### config.mk
export PLATFORM = sky130hd
export DESIGN_NAME = rs232_frame_rx_flat
export DESIGN_NICKNAME = d
export VERILOG_FILES = /design/src/rtl/rs232_frame_rx_if.sv /design/src/rtl/rs232_frame_rx.sv /design/src/flat_wrapper.sv
export SDC_FILE = /design/constraint.sdc
export NUM_CORES = 1
export LEC_CHECK = 0
export CAP_MARGIN = 10
export CORE_MARGIN = 2
export CORE_UTILIZATION = 35
export CTS_CLUSTER_SIZE = 20
export DETAILED_ROUTE_END_ITERATION = 16
export GPL_ROUTABILITY_DRIVEN = 0
export GPL_TIMING_DRIVEN = 0
export PLACE_DENSITY = 0.52
export SLEW_MARGIN = 20
export SYNTH_ARGS = -nofsm -noshare
export SYNTH_HDL_FRONTEND = slang
export SYNTH_SLANG_ARGS = --single-unit
export TNS_END_PERCENT = 100
### constraint.sdc
create_clock -name clock -period 6.35 [get_ports clock]
set_clock_uncertainty 0.05 [all_clocks]
set_input_delay 0.635 -clock clock [delete_from_list [all_inputs] [get_ports clock]]
set_output_delay 0.635 -clock clock [all_outputs]
set_load 0.02 [all_outputs]
### src/rtl/rs232_frame_rx_if.sv
// Byte-in / write-out bundle of the RS-232 frame controller.
// master = frame controller side, slave = receiver plus register/LED logic side.
`timescale 1ns/1ps
interface rs232_frame_rx_if;
    logic [7:0] rx_data;
    logic       rx_valid;
    logic       rs232_ctsn;
    logic [7:0] out_addr;
    logic [7:0] out_data;
    logic       out_valid;
    logic       out_ready;
    logic       frame_ok;
    logic       frame_err;
    logic       overrun;

    modport master (
        input  rx_data, rx_valid, out_ready,
        output rs232_ctsn, out_addr, out_data, out_valid, frame_ok, frame_err, overrun
    );

    modport slave (
        output rx_data, rx_valid, out_ready,
        input  rs232_ctsn, out_addr, out_data, out_valid, frame_ok, frame_err, overrun
    );
endinterface

### src/rtl/rs232_frame_rx.sv
// Parses sync/addr/len/payload/xor-checksum frames and replays a verified payload as addressed writes.
// Status pulses one cycle after the deciding byte; out_ready stalls the drain, CTS pauses the host meanwhile.
`timescale 1ns/1ps
module rs232_frame_rx #(
    parameter int unsigned MAX_LEN = 16,
    parameter int unsigned TIMEOUT = 133000,
    parameter logic [7:0]  SYNC    = 8'hA5
) (
    input  logic             clock,
    input  logic             resetn,
    rs232_frame_rx_if.master bus
);
    localparam int unsigned TW = $clog2(TIMEOUT + 1);
    localparam int unsigned AW = (MAX_LEN < 2) ? 1 : $clog2(MAX_LEN);

    typedef enum logic [2:0] {
        S_IDLE, S_ADDR, S_LEN, S_DATA, S_CSUM, S_DRAIN
    } state_t;

    state_t        state, state_nxt;
    logic [TW-1:0] timer;
    logic [7:0]    base, len, csum, idx;
    logic [7:0]    idx_inc;
    logic [7:0]    buf_mem [MAX_LEN];
    logic          ok_set, err_set, ovr_set;
    logic          timed, expire, xfer, last_xfer;

    assign idx_inc   = idx + 8'd1;
    assign timed     = (state == S_ADDR) || (state == S_LEN) ||
                       (state == S_DATA) || (state == S_CSUM);
    // A byte arriving in the expiry cycle takes precedence over the abort.
    assign expire    = timed && !bus.rx_valid && (timer == TW'(TIMEOUT - 1));
    assign xfer      = bus.out_valid && bus.out_ready;
    assign last_xfer = xfer && (idx_inc == len);

    always_ff @(posedge clock or negedge resetn) begin
        if (!resetn) state <= S_IDLE;
        else         state <= state_nxt;
    end

    always_comb begin
        state_nxt = state;
        ok_set    = 1'b0;
        err_set   = 1'b0;
        ovr_set   = 1'b0;
        unique case (state)
            S_IDLE: begin
                if (bus.rx_valid && bus.rx_data == SYNC) state_nxt = S_ADDR;
            end
            S_ADDR: begin
                if (bus.rx_valid) state_nxt = S_LEN;
                else if (expire) begin
                    state_nxt = S_IDLE;
                    err_set   = 1'b1;
                end
            end
            S_LEN: begin
                if (bus.rx_valid) begin
                    if (bus.rx_data > 8'(MAX_LEN)) begin
                        state_nxt = S_IDLE;
                        err_set   = 1'b1;
                    end else if (bus.rx_data == 8'd0) begin
                        state_nxt = S_CSUM;
                    end else begin
                        state_nxt = S_DATA;
                    end
                end else if (expire) begin
                    state_nxt = S_IDLE;
                    err_set   = 1'b1;
                end
            end
            S_DATA: begin
                if (bus.rx_valid) begin
                    if (idx_inc == len) state_nxt = S_CSUM;
                end else if (expire) begin
                    state_nxt = S_IDLE;
                    err_set   = 1'b1;
                end
            end
            S_CSUM: begin
                if (bus.rx_valid) begin
                    if (bus.rx_data == csum) begin
                        ok_set    = 1'b1;
                        state_nxt = (len == 8'd0) ? S_IDLE : S_DRAIN;
                    end else begin
                        err_set   = 1'b1;
                        state_nxt = S_IDLE;
                    end
                end else if (expire) begin
                    state_nxt = S_IDLE;
                    err_set   = 1'b1;
                end
            end
            S_DRAIN: begin
                ovr_set = bus.rx_valid;
                if (last_xfer) state_nxt = S_IDLE;
            end
            default: state_nxt = S_IDLE;
        endcase
    end

    always_ff @(posedge clock or negedge resetn) begin
        if (!resetn) begin
            timer          <= '0;
            base           <= 8'd0;
            len            <= 8'd0;
            csum           <= 8'd0;
            idx            <= 8'd0;
            bus.rs232_ctsn <= 1'b0;
            bus.out_valid  <= 1'b0;
            bus.out_addr   <= 8'd0;
            bus.out_data   <= 8'd0;
            bus.frame_ok   <= 1'b0;
            bus.frame_err  <= 1'b0;
            bus.overrun    <= 1'b0;
        end else begin
            bus.frame_ok   <= ok_set;
            bus.frame_err  <= err_set;
            bus.overrun    <= ovr_set;
            bus.rs232_ctsn <= (state_nxt == S_DRAIN);
            timer          <= (timed && !bus.rx_valid) ? timer + 1'b1 : '0;
            if (bus.rx_valid) begin
                case (state)
                    S_ADDR: begin
                        base <= bus.rx_data;
                        csum <= bus.rx_data;
                    end
                    S_LEN: begin
                        len  <= bus.rx_data;
                        csum <= csum ^ bus.rx_data;
                        idx  <= 8'd0;
                    end
                    S_DATA: begin
                        csum <= csum ^ bus.rx_data;
                        idx  <= idx_inc;
                    end
                    S_CSUM:  idx <= 8'd0;
                    default: ;
                endcase
            end
            // First element goes out the cycle after entry; later ones follow each accepted transfer.
            if (state == S_DRAIN) begin
                if (!bus.out_valid) begin
                    bus.out_valid <= 1'b1;
                    bus.out_addr  <= base + idx;
                    bus.out_data  <= buf_mem[idx[AW-1:0]];
                end else if (bus.out_ready) begin
                    if (idx_inc == len) begin
                        bus.out_valid <= 1'b0;
                    end else begin
                        idx          <= idx_inc;
                        bus.out_addr <= base + idx_inc;
                        bus.out_data <= buf_mem[idx_inc[AW-1:0]];
                    end
                end
            end
        end
    end

    always_ff @(posedge clock) begin
        if (state == S_DATA && bus.rx_valid) buf_mem[idx[AW-1:0]] <= bus.rx_data;
    end
endmodule

### src/flat_wrapper.sv
// flat-port wrapper written by rule: the top's interface ports become plain ports
module rs232_frame_rx_flat 
#(
    parameter int unsigned MAX_LEN = 16,
    parameter int unsigned TIMEOUT = 133000,
    parameter logic [7:0]  SYNC    = 8'hA5
)
  (clock, resetn, bus_rx_data, bus_rx_valid, bus_out_ready, bus_rs232_ctsn, bus_out_addr, bus_out_data, bus_out_valid, bus_frame_ok, bus_frame_err, bus_overrun);
  rs232_frame_rx_if bus_i ();
  input  logic clock;
  input  logic resetn;
  input wire logic [$bits(bus_i.rx_data)-1:0] bus_rx_data;
  input wire logic [$bits(bus_i.rx_valid)-1:0] bus_rx_valid;
  input wire logic [$bits(bus_i.out_ready)-1:0] bus_out_ready;
  output wire logic [$bits(bus_i.rs232_ctsn)-1:0] bus_rs232_ctsn;
  output wire logic [$bits(bus_i.out_addr)-1:0] bus_out_addr;
  output wire logic [$bits(bus_i.out_data)-1:0] bus_out_data;
  output wire logic [$bits(bus_i.out_valid)-1:0] bus_out_valid;
  output wire logic [$bits(bus_i.frame_ok)-1:0] bus_frame_ok;
  output wire logic [$bits(bus_i.frame_err)-1:0] bus_frame_err;
  output wire logic [$bits(bus_i.overrun)-1:0] bus_overrun;
  assign bus_i.rx_data = bus_rx_data;
  assign bus_i.rx_valid = bus_rx_valid;
  assign bus_i.out_ready = bus_out_ready;
  assign bus_rs232_ctsn = bus_i.rs232_ctsn;
  assign bus_out_addr = bus_i.out_addr;
  assign bus_out_data = bus_i.out_data;
  assign bus_out_valid = bus_i.out_valid;
  assign bus_frame_ok = bus_i.frame_ok;
  assign bus_frame_err = bus_i.frame_err;
  assign bus_overrun = bus_i.overrun;
  rs232_frame_rx #(.MAX_LEN(MAX_LEN), .TIMEOUT(TIMEOUT), .SYNC(SYNC)) u_core (.clock(clock), .resetn(resetn), .bus(bus_i));
endmodule
======== Yosys cells after proc, flatten, opt, wreduce, memory -nomap -nowiden ========
Memories as Yosys holds them, arrays and structs flattened.
Index checks and enable logic that the tools add are counted.
W data, S select, Z words.
operators by class
  add/subtract/negate cells ............... 4
  magnitude comparators ................... 1
  eq/ne operators ......................... 12
  muxes and demuxes ....................... 43
  bitwise operators ....................... 1
  reduce and logical (&&, ||, !) cells .... 21
operators by type and width
  operator                 number
  $mux W8                  11
  $mux W3                  12
  $pmux W8 S2              2
  $add A18 B1 Y18 const B  1
  $eq A18 B18 Y1 const B   1
  $mux W18                 1
  $pmux W3 S6              1
  $add A8 B8 Y8            2
  $eq A8 B8 Y1             2
  $logic_not A8 Y1         2
  $mux W1                  15
  $eq A3 B3 Y1 const B     3
  $add A8 B1 Y8 const B    1
  $eq A8 B8 Y1 const B     1
  $gt A8 B5 Y1 const B     1
  $xor A8 B8 Y8            1
  $eq A3 B2 Y1 const B     2
  $logic_and A1 B1 Y1      6
  $reduce_and A2 Y1        3
  $reduce_or A2 Y1         3
  $ne A2 B2 Y1 const B     2
  $eq A3 B1 Y1 const B     1
  $logic_not A3 Y1         1
  $logic_or A1 B1 Y1       3
  4 further kinds          4
storage, ports and cells
  flip-flop bits (word level) ............. 74
  bits in writable memories ............... 128
  logic and storage cells ................. 96
  memories ................................ 1
memories
  name            words  width  rd ports  clocked after memory_dff  wr ports  RTL line              text
  u_core.buf_mem  16     8      2         0                         1         rs232_frame_rx.sv:24  logic [7:0] buf_mem [MAX_LEN];

======== Depth between registers and ports, before layout ========
Gate-level depths: netlist of the first run.
  depth after elaboration ................. 10
  gate-level depth with buffers ........... 17

======== Worst setup path after synthesis of the first run ========
OpenSTA, ideal clock, no wires.
  path type ............................... register to register
  start ................................... register u_core.idx[0]
  end ..................................... register u_core.bus.out_addr[5]
  data arrival time ....................... 3.847 ns
  data required time ...................... 6.175 ns
  path slack .............................. 2.328 ns
  cell stages (with the launch flop) ...... 18
  clock period less this slack ............ 4.022 ns
  cells stage by stage .................... dfrtp_1 -> buf_2 -> clkbuf_1 -> clkbuf_1 -> inv_1 -> ha_1 -> clkbuf_1 -> buf_2 -> nand2_1 -> o21ai_0 -> ha_1 -> a21o_1 -> a21oi_1 -> nor2b_1 -> o21ai_0 -> nor2b_1 -> xnor2_1 -> mux2_4
between the ends
  cells in the longest elaborated chain, start to end .. 5
ends and longest elaborated chain
  item                    RTL line                 text
  start, declared         rs232_frame_rx.sv:22     logic [7:0] base, len, csum, idx;
  start signal, assigned  rs232_frame_rx.sv:135    idx <= idx_inc;
  start signal, assigned  rs232_frame_rx.sv:151    idx <= idx_inc;
  $add A8 B1 Y8           rs232_frame_rx.sv:28     assign idx_inc = idx + 8'd1;
  $add A8 B8 Y8           rs232_frame_rx.sv:152    bus.out_addr <= base + idx_inc;
  $mux W8                 rs232_frame_rx.sv:148    if (idx_inc == len) begin
  $mux W8                 rs232_frame_rx.sv:147    end else if (bus.out_ready) begin
  $mux W8                 rs232_frame_rx.sv:143    if (!bus.out_valid) begin
  end signal, assigned    rs232_frame_rx.sv:145    bus.out_addr <= base + idx;
  end signal, assigned    rs232_frame_rx.sv:152
  end, declared           rs232_frame_rx_if.sv:18  output rs232_ctsn, out_addr, out_data, out_valid, frame_ok, frame_err, overrun
Several ways; a longest one is shown, not always the timed one. The select of a mux whose other input is x is not followed.
A chain may end at the register's enable or synchronous reset.

======== Worst setup path after layout of the first run ========
  start ................................... register u_core.idx[0]
  end ..................................... register u_core.bus.out_addr[7]
Same word-level chain as after synthesis.

==> results_dict.tcl, run 1 <==
set metrics [dict create \
    h-tree-depth 1 \
    outcome "completed" \
    cts-resized-gates 0 \
    dr.pass1.iters 7 \
    vias_per_cell 5.596 \
    total_power_w 0.004686 \
    path_class "reg2reg" \
    track_usage_pct 17.69 \
    grt_pass1_wl_mm 40.76 \
    placedCellCount 1106 \
    p_leak_nw 4.162 \
    hold_buffers 0 \
    num_antenna_cells 0 \
    nFillCells 2618 \
    clk_path_buf_depth 3 \
    hp-class "in2async" \
    path_clk_slew_ns 0.07 \
    dieArea_sq_um 30630 \
    overflow 0 \
    synth_top_area_share_pct 37.56 \
    worstMarginPinSlew_ns 1.088 \
    wl_met1_mm 11.83 \
    ys_top_cells_by_area "edfxtp_1 38%, dfrtp_1 18%, mux4_2 16%" \
    synth_edf_count 128 \
    fin_crit_sh_pct 84.07 \
    rrSetupSlack_ns 1.01 \
    slowest_stage "clkbuf_1" \
    yosys.cell_count.top_type "edfxtp_1" \
    grt_max_degree 45 \
    r2r-end "u_core.bus.out_addr[7]$_DFFE_PN0P_" \
    syn2layout_area_growth_pct 16.20 \
    peakVddDrop_uv 192.7 \
    max_stage_delay_ns 0.73 \
    synth_warnings 0 \
    io_buffer_count 31 \
    hold_violations 0 \
    cp.arrival_ns 5.68 \
    initial_core_util_pct 35.56 \
    ant_nets 0 \
    cts_num_sinks 202 \
    fin_area_sq_um 11890 \
    critPathLaunchType "flop" \
    drive_above_1_share_pct 24.02 \
    cts.root.buffer_cell "clkbuf_16" \
    max_freq_ghz 0.1873 \
    die_h_um 175.0 \
    drc 0 \
    async_reset_ff_share_pct 36.63 \
    drv_cap 0 \
    synthCells 685 \
    core_sq_um 28780 \
    clkLatencyLatePin_ns 0.51 \
    syn_area_sq_um 10230 \
    wire_per_inst_um 23.22 \
    slew_violations 0 \
    drt_iter0_markers 532 \
    tritoncts "done" \
    r2r_start "u_core.idx[0]$_DFF_PN0_" \
    num-nets-final 771 \
    final-seq-area_sq_um 5695 \
    yosys.area.top_type "edfxtp_1" \
    endpoint_kind "flop" \
    cts_setup_buffers 0 \
    antenna_found_initial 0 \
    drt-total-wl_mm 26.62 \
    fin_cells 1146 \
    finalSetupViolCount 0 \
    rows 62 \
    routed.top_layer "met4" \
    power_per_cell_area_nw_per_um2 394.0 \
    dp_hpwl_mm 18.51 \
    grt_pass1_vias 6645 \
    syn_nets 710 \
    cp_data_required_time_ns 6.69 \
    synthTopCellsByCount "128 x edfxtp_1, 74 x dfrtp_1, 73 x mux4_2" \
    dr_wl_met3_mm 1.792 \
    tns_ns 0 \
    postPlaceCellArea_sq_um 11100 \
    synth-main-ff-cell "edfxtp_1" \
    layout_min_cycle_time_ns 5.339 \
    crit_chain "buf_2 -> clkbuf_1 -> clkbuf_1 -> inv_1 -> ha_1 -> clkbuf_1 -> buf_2 -> nand2_1 -> o21ai_0 -> ha_1 -> a21o_1 -> a21oi_1 -> nor2b_1 -> o21ai_0 -> a21oi_1 -> xnor2_1 -> mux2_4" \
    avgSynthCellArea_sq_um 14.94 \
    ys_ff_latch 202 \
    crit_top_cell "clkbuf_1" \
    grt_setup_unrepaired "false" \
    reg2regPathDepth 17 \
    vias 6413 \
    wl_met2_mm 12.38 \
    numCtsBuffers 22 \
    multiInputGateArea_sq_um 4323 \
    die_w_um 175.0 \
    crit_family "buffers and inverters" \
    crit_fanout 10 \
    ios 33 \
    ys_seq_area_share_pct 55.65 \
    max_slew_margin_pct 27.23 \
    ys_types 62 \
    crit_buf_inv 6 \
]
[where the power goes]
| group | switching, W | total, W | internal, W |
|---|---|---|---|
| clock network | 0.000531 | 0.00136 | 0.000829 |
| registers | 0.000111 | 0.00165 | 0.00154 |
| logic | 0.000863 | 0.00167 | 0.000811 |
[worst max-delay path by stage]
stage,from,to,slack (ns),cells past startpoint
after floorplan,u_core.idx[0]$_DFF_PN0_,u_core.bus.out_addr[5]$_DFFE_PN0P_,2.33,17
after global placement,u_core.idx[0]$_DFF_PN0_,u_core.bus.out_addr[7]$_DFFE_PN0P_,1.04,17
after detailed placement,u_core.idx[0]$_DFF_PN0_,u_core.bus.out_addr[7]$_DFFE_PN0P_,0.98,17
after CTS,u_core.idx[0]$_DFF_PN0_,u_core.bus.out_addr[7]$_DFFE_PN0P_,0.96,17
after global routing,u_core.idx[0]$_DFF_PN0_,u_core.bus.out_addr[7]$_DFFE_PN0P_,0.59,17
final,u_core.idx[0]$_DFF_PN0_,u_core.bus.out_addr[7]$_DFFE_PN0P_,1.01,17
[per-stage QoR]
stage | utilization (%) | setup slack, ns | hold WS (ns)
after global routing | 41.32 | 0.5944 | 0.03388
after CTS | 41.30 | 0.9596 | 0.02099
final | 41.32 | 1.012 | 0.01877
after floorplan | - | 2.328 | 0.2894
after detailed placement | 38.57 | 0.9755 | 0.4134
after global placement | 38.31 | 1.042 | 0.3992
[layer usage]
metal | track usage [%] | up-vias
met5 | 0 | -
li1 | - | 2804
met2 | 28.05 | 215
met1 | 25.11 | 3359
met3 | 3.090 | 35
met4 | 5.035 | 0
[logic make-up after synthesis]
logic type | after synthesis | share of synthesized area, %
adder cells (fa/ha/maj) | 13 | 1.663
flip-flops | 202 | 55.65
buffers and inverters | 54 | 2.531
XOR/XNOR | 53 | 4.866
AO/OA/AOI/OAI | 72 | 5.073
AND/OR/NAND/NOR | 185 | 9.230
multiplexers | 106 | 20.99
[registers in the layout, indices dropped and copies added (netlist names)]
signal / count
u_core.bus.frame_ok: 1
u_core.bus.overrun: 1
u_core.len: 8
u_core.timer: 18
u_core.bus.rs232_ctsn: 1
u_core.bus.out_data: 8
u_core.bus.frame_err: 1
u_core.bus.out_valid: 1
u_core.csum: 8
u_core.buf_mem: 128
u_core.bus.out_addr: 8
u_core.base: 8
u_core.state: 3
u_core.idx: 8
[cells in the final DEF (no fill, tap or decap), drive strengths merged, types with 3 or more instances in the layout]
cell type / synthesis / routed
a21boi: 3 / 3
a21o: 8 / 8
a21oi: 18 / 18
a22oi: 8 / 8
a311oi: 4 / 4
a31oi: 3 / 3
and2: 4 / 4
and3: 15 / 15
buf: 21 / 29
clkbuf: 23 / 54
clkdlybuf4s50: 0 / 29
clkinv: 0 / 3
clkinvlp: 0 / 3
dfrtp: 74 / 74
edfxtp: 128 / 128
ha: 12 / 12
inv: 10 / 11
mux2: 24 / 24
mux4: 80 / 80
nand2: 48 / 48
nand3: 30 / 30
nand4: 12 / 12
nor2: 35 / 35
nor3: 10 / 10
nor4: 9 / 9
o211ai: 3 / 3
o21ai: 15 / 15
o22ai: 3 / 3
or3: 8 / 8
xnor2: 21 / 21
xor2: 32 / 32
[area by class of cell]
class / count / share of cell area (%)
Multi-Input combinational cell: 429 / 36.35
Clock buffer: 31 / 5.702
Clock inverter: 9 / 0.8943
Timing Repair Buffer: 37 / 2.946
Inverter: 10 / 0.3156
Tap cell: 384 / 4.040
Sequential cell: 202 / 47.89
Buffer: 44 / 1.862
[worst register-to-register path, stage by stage (launching register included)]
cell and delay [ns]:
dfrtp_1 0.39, buf_2 0.23, clkbuf_1 0.59, clkbuf_1 0.73
inv_1 0.17, ha_1 0.33, clkbuf_1 0.48, buf_2 0.45
nand2_1 0.08, o21ai_0 0.21, ha_1 0.32, a21o_1 0.16
a21oi_1 0.22, nor2b_1 0.07, o21ai_0 0.20, a21oi_1 0.12
xnor2_1 0.14, mux2_4 0.25
(Power assumes the default switching activity.)
==> run 2, diff against run 1 <==
==> constraint.sdc (replaced) <==
create_clock -name clock -period 5.45 [get_ports clock]
set_clock_uncertainty 0.05 [all_clocks]
set_input_delay 0.545 -clock clock [delete_from_list [all_inputs] [get_ports clock]]
set_output_delay 0.545 -clock clock [all_outputs]
set_load 0.02 [all_outputs]
==> run 2 against run 1 <==
  * Sequential cell count is the same
  * Cell count is the same
  * Non-clock buffer count is the same
  * Critical path type unchanged
  * Critical endpoint unchanged
  * Largest power group unchanged
  * Combinational power grew 17%
  * Maximum frequency grew 14%
  * Critical path depth shrank 1
  * Hold slack gained 0.40 ns
  * Register-to-register slack lost 0.26 ns
==> results_dict.tcl, run 2 (same netlist as run 1, synthesis figures left out) <==
set metrics [dict create \
    critPathLaunch "u_core.idx[1]$_DFF_PN0_" \
    path_class "reg2reg" \
    dp_hpwl_mm 18.51 \
    dr.pass1.iters 5 \
    r2r-end "u_core.bus.out_addr[7]$_DFFE_PN0P_" \
    layout_min_cycle_time_ns 4.697 \
    clk_path_buf_depth 3 \
    crit_chain "buf_6 -> clkbuf_1 -> inv_1 -> ha_1 -> clkbuf_1 -> buf_2 -> nand2_1 -> o21ai_0 -> ha_1 -> a21o_1 -> a21oi_1 -> nor2b_1 -> o21ai_0 -> a21oi_1 -> xnor2_1 -> mux2_4" \
    power_per_cell_area_nw_per_um2 458.5 \
    drv_cap 0 \
    grt_pass1_vias 6647 \
    drt-total-wl_mm 26.61 \
    ios 33 \
    path_clk_slew_ns 0.06 \
    track_usage_pct 17.70 \
    numCtsBuffers 22 \
    finalSetupViolCount 0 \
    peakVddDrop_uv 224.4 \
    core_sq_um 28780 \
    vias_per_cell 5.586 \
    hp-class "reg2reg" \
    grt_pass1_wl_mm 40.77 \
    crit_buf_inv 5 \
    syn2layout_area_growth_pct 16.27 \
    reg2regPathDepth 16 \
    die_w_um 175.0 \
    cp_data_required_time_ns 5.79 \
    cts.root.buffer_cell "clkbuf_16" \
    tritoncts "done" \
    outcome "completed" \
    slew_violations 0 \
    layout_common_cells "128 x edfxtp_1, 74 x dfrtp_1, 73 x mux4_2" \
    slowest_stage "clkbuf_1" \
    internal_power_w 0.003705 \
    grt_setup_unrepaired "false" \
    power_frac_clock_pct 29.0 \
    final_common_cell "edfxtp_1" \
    hold_violations 0 \
    cp.arrival_ns 5.03 \
    dieArea_sq_um 30630 \
    r2r_start "u_core.idx[1]$_DFF_PN0_" \
    num-nets-final 771 \
    vias 6401 \
    num_antenna_cells 0 \
    p_sw_w 0.001751 \
    wire_per_inst_um 23.22 \
    multiInputGateArea_sq_um 4323 \
    cts_num_sinks 202 \
    initial_core_util_pct 35.56 \
    die_h_um 175.0 \
    tns_ns 0 \
    max_slew_margin_pct 26.20 \
    max_stage_delay_ns 0.65 \
    worstMarginPinSlew_ns 1.103 \
    critPathLaunchType "flop" \
    crit_family "buffers and inverters" \
    nFillCells 2617 \
    io_buffer_count 31 \
    max_freq_ghz 0.2129 \
    h-tree-depth 1 \
    rows 62 \
    final-seq-area_sq_um 5695 \
    clkLatencyLatePin_ns 0.51 \
    crit_fanout 10 \
    drt_iter0_markers 607 \
    drc 0 \
    sw_frac_of_total_pct 32.10 \
    grt_max_degree 45 \
    utilization_pct 41.35 \
    cp-endpoint "u_core.bus.out_addr[7]$_DFFE_PN0P_" \
    combPwrFrac_pct 35.7 \
    fin_crit_sh_pct 86.18 \
    endpoint_kind "flop" \
    p_leak_nw 4.169 \
    overflow 0 \
    antenna_found_initial 0 \
    rrSetupSlack_ns 0.75 \
    cts_setup_buffers 0 \
    drive_above_1_share_pct 24.15 \
    largest_reg_flops 128 \
    worstSetupPathDepth 16 \
    seqPwrFrac_pct 35.3 \
    ant_nets 0 \
]
-- run 2: per-stage QoR --
stage          hold WS, ns  instances  instance area (sq um)  worst slack, ns  power, W
2_1_floorplan       0.1994        685                  10230            1.428  0.003322
5_1_grt             0.4610       1146                  11900           0.2892  0.005720
3_3_place_gp        0.3992       1100                  11030           0.1416  0.003864
4_1_cts             0.4219       1147                  11900          0.05961  0.005509
6_report            0.4195       1146                  11900           0.7531  0.005456
3_5_place_dp        0.4134       1106                  11100          0.07553  0.003907
-- run 2: layer usage --
| metal | GRT usage (%) | vias to the layer above | share of wire [%] |
|---|---|---|---|
| met5 | 0 | - | 0 |
| met4 | 5.035 | 0 | 2.3 |
| met3 | 3.090 | 36 | 6.4 |
| met2 | 28.05 | 208 | 46 |
| met1 | 25.12 | 3354 | 45 |
| li1 | - | 2803 | - |
-- run 2: layout make-up --
| class | instances | share of cell area (%) |
|---|---|---|
| sequential | 202 | 47.86 |
| clock inverter | 9 | 0.8937 |
| buffer | 43 | 1.840 |
| inverter | 10 | 0.3154 |
| tap | 384 | 4.037 |
| clock buffer | 31 | 5.699 |
| timing repair buffer | 38 | 3.028 |
| multi-input combinational | 429 | 36.33 |
-- run 2: power by group through the flow --
stage                     Sequential, W  Clock [W]  Combinational, W
final                           0.00192    0.00158           0.00195
after global placement          0.00195          0           0.00192
after global routing            0.00194    0.00167           0.00210
after floorplan                 0.00197          0           0.00135
after detailed placement        0.00195          0           0.00195
after CTS                       0.00192    0.00162           0.00197
-- run 2: worst min-delay path by stage --
stage / from / end / slack [ns] / cells past startpoint
after detailed placement: u_core.timer[0]$_DFF_PN0_ / u_core.timer[0]$_DFF_PN0_ / 0.41 / 1
after floorplan: resetn / u_core.base[0]$_DFFE_PN0P_ / 0.20 / 0
after CTS: u_core.timer[0]$_DFF_PN0_ / u_core.timer[0]$_DFF_PN0_ / 0.42 / 1
after global placement: u_core.timer[0]$_DFF_PN0_ / u_core.timer[0]$_DFF_PN0_ / 0.40 / 1
after global routing: u_core.timer[0]$_DFF_PN0_ / u_core.timer[0]$_DFF_PN0_ / 0.46 / 1
final: u_core.timer[0]$_DFF_PN0_ / u_core.timer[0]$_DFF_PN0_ / 0.42 / 1
-- run 2: what timing repair did --
| item | in CTS | in global routing |
|---|---|---|
| setup endpoints to repair | 0 | 2 |
| hold buffers | 1 | 0 |
| endpoints found under the hold margin | 30 | 0 |
| gates resized for setup | 0 | 2 |
